## config.mk

```make
export PLATFORM = sky130hd
export DESIGN_NAME = preamble_inserter
export DESIGN_NICKNAME = d
export VERILOG_FILES = /design/src/rtl/preamble_inserter.sv
export SDC_FILE = /design/constraint.sdc
export NUM_CORES = 1
export LEC_CHECK = 0
export BUFFER_PORTS_ARGS = -buffer_cell sky130_fd_sc_hd__buf_2
export CORE_ASPECT_RATIO = 1.4
export CORE_MARGIN = 1.5
export CORE_UTILIZATION = 42
export DETAILED_ROUTE_END_ITERATION = 8
export PLACE_DENSITY_LB_ADDON = 0.08
export SYNTH_ARGS = -nofsm -noshare
export SYNTH_HDL_FRONTEND = slang
export SYNTH_SLANG_ARGS = --single-unit
```

## constraint.sdc

```tcl
create_clock -name clk -period 4.02 [get_ports clk]
set_input_delay 0.201 -clock clk [delete_from_list [all_inputs] [get_ports clk]]
set_output_delay 0.201 -clock clk [all_outputs]
set_load 0.02 [all_outputs]
```

## src/rtl/preamble_inserter.sv

```systemverilog
`timescale 1ns/1ps
// TX burst framer: short training field, long training field (cyclic prefix
// plus two symbols), payload pass-through, optional zero-sample guard gap.
module preamble_inserter #(
    parameter int unsigned WIDTH        = 32,
    parameter int unsigned SHORT_PERIOD = 16,
    parameter int unsigned SHORT_LEN    = 160,
    parameter int unsigned LONG_PERIOD  = 64,
    parameter int unsigned LONG_CP      = 32,
    parameter int unsigned GAP_LEN      = 0,
    parameter logic [WIDTH*SHORT_PERIOD-1:0] SHORT_COEFFS = '0,
    parameter logic [WIDTH*LONG_PERIOD-1:0]  LONG_COEFFS  = '0
) (
    input  logic             clk,
    input  logic             reset,
    input  logic [WIDTH-1:0] i_tdata,
    input  logic             i_tlast,
    input  logic             i_tvalid,
    output logic             i_tready,
    output logic [WIDTH-1:0] o_tdata,
    output logic             o_tlast,
    output logic             o_tvalid,
    input  logic             o_tready,
    output logic             o_preamble
);

    localparam int unsigned LONG_LEN  = LONG_CP + 2 * LONG_PERIOD;
    localparam int unsigned MAX_SL    = (SHORT_LEN > LONG_LEN) ? SHORT_LEN : LONG_LEN;
    localparam int unsigned MAX_LEN   = (MAX_SL > GAP_LEN) ? MAX_SL : GAP_LEN;
    localparam int unsigned CNT_W     = $clog2(MAX_LEN + 1);
    localparam int unsigned SP_W      = (SHORT_PERIOD > 1) ? $clog2(SHORT_PERIOD) : 1;
    localparam int unsigned LP_W      = (LONG_PERIOD > 1) ? $clog2(LONG_PERIOD) : 1;
    localparam int unsigned SHORT_END = SHORT_LEN - 1;
    localparam int unsigned LONG_END  = LONG_LEN - 1;
    localparam int unsigned GAP_END   = (GAP_LEN > 0) ? GAP_LEN - 1 : 0;
    // Offset that makes the first LONG_CP samples replay the symbol tail.
    localparam int unsigned LONG_OFS  = (LONG_PERIOD - LONG_CP) % LONG_PERIOD;

    typedef enum logic [2:0] {
        S_IDLE,
        S_SHORT,
        S_LONG,
        S_PAYLOAD,
        S_GAP
    } state_t;

    state_t           state;
    logic [CNT_W-1:0] cnt;
    logic             beat;

    logic [WIDTH-1:0] short_rom [SHORT_PERIOD];
    logic [WIDTH-1:0] long_rom  [LONG_PERIOD];
    logic [SP_W-1:0]  short_idx;
    logic [LP_W-1:0]  long_idx;

    // Unpack the constant coefficient vectors into sample-indexed tables.
    for (genvar k = 0; k < SHORT_PERIOD; k++) begin : g_short_rom
        assign short_rom[k] = SHORT_COEFFS[WIDTH*k +: WIDTH];
    end
    for (genvar k = 0; k < LONG_PERIOD; k++) begin : g_long_rom
        assign long_rom[k] = LONG_COEFFS[WIDTH*k +: WIDTH];
    end

    // Periods are powers of two, so the modulo is just the counter low bits.
    assign short_idx = cnt[SP_W-1:0];
    assign long_idx  = cnt[LP_W-1:0] + LP_W'(LONG_OFS);
    assign beat      = o_tvalid & o_tready;

    // Output decode from the registered state; payload is a straight pass-through.
    always_comb begin
        o_tdata    = '0;
        o_tvalid   = 1'b0;
        o_tlast    = 1'b0;
        o_preamble = 1'b0;
        i_tready   = 1'b0;
        case (state)
            S_SHORT: begin
                o_tvalid   = 1'b1;
                o_preamble = 1'b1;
                o_tdata    = short_rom[short_idx];
            end
            S_LONG: begin
                o_tvalid   = 1'b1;
                o_preamble = 1'b1;
                o_tdata    = long_rom[long_idx];
            end
            S_PAYLOAD: begin
                o_tdata  = i_tdata;
                o_tvalid = i_tvalid;
                o_tlast  = (GAP_LEN == 0) ? i_tlast : 1'b0;
                i_tready = o_tready;
            end
            S_GAP: begin
                o_tvalid = 1'b1;
                o_tlast  = (cnt == CNT_W'(GAP_END));
            end
            default: ;
        endcase
    end

    // State and sample counter; the counter only moves on an output beat.
    always_ff @(posedge clk) begin
        if (reset) begin
            state <= S_IDLE;
            cnt   <= '0;
        end else begin
            case (state)
                S_IDLE: begin
                    cnt <= '0;
                    if (i_tvalid) begin
                        state <= S_SHORT;
                    end
                end
                S_SHORT: begin
                    if (beat) begin
                        if (cnt == CNT_W'(SHORT_END)) begin
                            state <= S_LONG;
                            cnt   <= '0;
                        end else begin
                            cnt <= cnt + CNT_W'(1);
                        end
                    end
                end
                S_LONG: begin
                    if (beat) begin
                        if (cnt == CNT_W'(LONG_END)) begin
                            state <= S_PAYLOAD;
                            cnt   <= '0;
                        end else begin
                            cnt <= cnt + CNT_W'(1);
                        end
                    end
                end
                S_PAYLOAD: begin
                    if (beat && i_tlast) begin
                        cnt   <= '0;
                        state <= (GAP_LEN > 0) ? S_GAP : S_IDLE;
                    end
                end
                S_GAP: begin
                    if (beat) begin
                        if (cnt == CNT_W'(GAP_END)) begin
                            state <= S_IDLE;
                            cnt   <= '0;
                        end else begin
                            cnt <= cnt + CNT_W'(1);
                        end
                    end
                end
                default: begin
                    state <= S_IDLE;
                    cnt   <= '0;
                end
            endcase
        end
    end

endmodule

```

==> out/results.md <==
| Stage | Result | Reported |
|:---|:---|:---|
| outcome | Status | complete, no violations |
| sta | Rel. slew slack | 0.324 |
| floorplan | Full die area | 2520 sq um |
| yosys | Flop and latch count out of synthesis | 10 |
| worst setup path | Element type at the critical path end | primary output |
| sta | Fin. max-slew vios | 0 |
| worst setup path | Delay-heaviest family, CP | adder cells |
| clocking | TritonCTS clock tree | yes |
| clocking | Max clock buf depth | 2 |
| worst setup path | Highest net fanout along the worst path | 41 |
| yosys | Gate Count Post-Synth | 116 |
| worst setup path | Critical path, cell by cell | ha_1, a21oi_1, nor2_1, buf_2 |
| detailed routing | Total via count in the routed design | 1055 |
| clocking | Quantity of hold-fixing buffers added after cts | 0 |
| sta | Min Clock Period, post-route | 2.28 ns |
| detailed routing | DRC errors left | 0 |
| place | Half-perimeter wire length of the detailed placement result | 2030 microns |
| yosys | Warnings, synthesis | 0 |
| cells and area | Filler instances | 186 |
| cells and area | Post-layout nets | 230 |
| power and ir drop | Maximum ir drop on the vdd rail | 0.000270 V |
| sta | Top achievable clock speed | 0.439 GHz |
| yosys | Net Count, Synth | 158 |
| sta | Unrepaired setup endpoints after global routing | false |
| detailed routing | Vias per Instance | 5.05 |
| grt | Global-route wire length before repair | 3830 microns |
| clocking | Clk root buf | sky130_fd_sc_hd__clkbuf_4 |
| sta | Period Utilization, post-route | 0.566 |
| grt | Maximum number of pins on one net before global-route repair | 42 |
| yosys | Synth unique cells | 39 |
| clocking | Cts repair resizes | 0 |
| floorplan | Height of the die | 58.8 microns |
| cells and area | Post-Layout Cell Count | 209 |
| clocking | Sinks on Clock Net | 10 |
| cells and area | Most frequent cells in the layout | sky130_fd_sc_hd__buf_2 (72), sky130_fd_sc_hd__and2_1 (33), sky130_fd_sc_hd__dfxtp_1 (10) |
| place | Cell Count Post-Placement | 205 |
| power and ir drop | PnR Total Power | 0.000620 W |
| detailed routing | Iteration-0 DRC count of the detailed router | 25 |
| clocking | Clock buffers created by TritonCTS | 3 |
| clocking | Clock slew seen by the registers of the worst setup and hold paths | 0.07 ns |
| worst setup path | Max stage delay on crit path | 0.85 ns |
| cells and area | Antenna diode count | 0 |
| cells and area | Area used by multi-input combinational logic | 698 sq um |
| detailed routing | First-pass iteration count of the detailed router | 4 |
| place | Input/output buffers | 72 |
| grt | Via count of the first global-routing pass | 897 |
| place | Global placer's final weighted congestion | 0.849 |
| worst setup path | CP max-delay cell | sky130_fd_sc_hd__ha_1 |
| grt | Total global routing track utilization | 0.199 |
| sta | Fin. Hold Viols | 0 |
| floorplan | Initial standard-cell utilization of the core | 0.439 |
| sta | Worst Max-Slew Pin Slew | 1.01 ns |
| detailed routing | Antenna viol nets, final | 0 |
| grt | Antenna violations before repair | 0 |
| worst setup path | Critical Path RT | 3.82 ns |
| cells and area | Fraction of layout instances using a drive strength above 1 | 0.465 |
| sta | Setup violation total in the final timing report | 0 |
| power and ir drop | PwrDens | 464 nW/um^2 |
| worst setup path | Data arrival time of the critical path | 2.08 ns |
| floorplan | Placement Rows | 20 |
| sta | Final setup TNS | 0 ns |
| cells and area | Most common cell after layout, fill and taps aside | sky130_fd_sc_hd__buf_2 |
| sta | Post-route clock skew | 0.00148 ns |
| clocking | Post-CTS Setup Repair Bufs | 0 |
| yosys | Proportion of synthesized chip area in sequential cells | 0.214 |
| worst setup path | Crit path kind | reg -> out |
| detailed routing | Total wire length after detailed routing | 2530 microns |
| floorplan | Core area | 2130 sq um |
| yosys | Post-synthesis cell area | 933 sq um |
| detailed routing | Routed wirelength normalized by instance count | 12.1 microns |
| clocking | Deepest level of the CTS H-tree | 1 |
| power and ir drop | Leakage power of the design | 0.722 nW |
| floorplan | Top-Level Pins | 73 |
| worst hold path | Class of the tightest hold or removal check | in -> reg |
| clocking | Later-pin clock latency in the skew report | 0.29 ns |
| worst setup path | Worst path bufs/invs | 1 |
| cells and area | Layout overhead on the synthesized area | 43.3% |
| grt | Overall overflow remaining after global route | 0 |
| place | Placed Instance Area | 1300 sq um |
| floorplan | Die Width | 42.8 microns |
| worst setup path | Worst Setup Start Kind | flip-flop |
| flow run | Max Cap Viol | 0 |
| cells and area | Final Instance Area | 1340 sq um |
| yosys | Avg Inst Size Synth | 8.05 sq um |
| cells and area | Register cell area after layout | 200 sq um |
| sta | Worst Hold Slack | 0.225 ns |
[sequential cells by signal, indices dropped and copies added, names as in the netlist]
| name | cells |
|---|---|
| cnt | 8 |
| state | 2 |
[where the power goes]
part	internal, W	total [W]	leakage [nW]	switching, W
clock	0.0000553	0.0000986	0.0210	0.0000433
sequential	0.000114	0.000130	0.0810	0.0000162
combinational	0.000156	0.000391	0.620	0.000236
[cells in the mapped netlist, drive strengths merged]
library cell   n  area [sq um]
and2          34           214
dfxtp         10           200
nand2          6          22.5
a21oi          5          25.0
ha             5          62.6
nor2           5          18.8
o21ai          5          28.8
a21boi         4          33.8
clkbuf         4          15.0
inv            4          15.0
nand2b         3          18.8
nand3          3          15.0
or3            3          18.8
a311oi         2          17.5
a31oi          2          12.5
nand3b         2          15.0
nand4b         2          32.5
nor3b          2          26.3
a2111oi        1          15.0
a22oi          1          7.51
a2bb2oi        1          15.0
and3           1          6.26
and4           1          11.3
buf            1          5.00
mux2i          1          10.0
nor2b          1          13.8
nor3           1          5.00
o21a           1          7.51
o21bai         1          7.51
o2bb2ai        1          15.0
o32ai          1          8.76
or2            1          6.26
or2b           1          7.51
[metal layers]
layer | GRT usage | share of wire | up-vias
met5 | 0 | 0 | -
met3 | 0.0184 | 0.056 | 5
met2 | 0.364 | 0.53 | 43
met4 | 0.129 | 0.024 | 0
met1 | 0.212 | 0.39 | 467
li1 | - | - | 540
[worst register-to-register path: cells and delay by family, from the launching register on]
kind                     cells  cell delay (ns)
AO/OA/AOI/OAI                3             0.71
adder cells (fa/ha/maj)      1             0.85
flip-flops                   1             0.39
AND/OR/NAND/NOR              1             0.22
[worst paths after layout]
path            start       end  slack (ns)  cells past startpoint
min reg2reg    cnt[7]    cnt[7]        0.50                      1
max reg2reg  state[1]  state[0]        1.78                      5
min             reset    cnt[0]        0.22                      2
max          state[1]  o_tvalid        1.74                      4
[layout make-up]
cell class                 instances  area share
sequential                        10       0.150
inverter                           4      0.0112
clock buffer                       4      0.0271
tap                               22      0.0206
multi-input combinational         97       0.522
timing repair buffer              72       0.269
[through the flow]
stage          utilization  worst slack (ns)
2_1_floorplan            -              2.26
3_3_place_gp         0.612              1.88
3_5_place_dp         0.612              1.75
4_1_cts              0.629              1.74
5_1_grt              0.629              1.48
6_report             0.629              1.74
[cells by family (layout without fill, tap and decap cells)]
logic type,Yosys count,in the layout,share of synthesized area
buffers and inverters,9,80,0.0375
adders and majority gates,5,5,0.0670
DFF,10,10,0.214
muxes,1,1,0.0107
AOI/OAI and AO/OA,25,25,0.208
and+or+nand+nor,66,66,0.462
(Power assumes the default switching activity.)
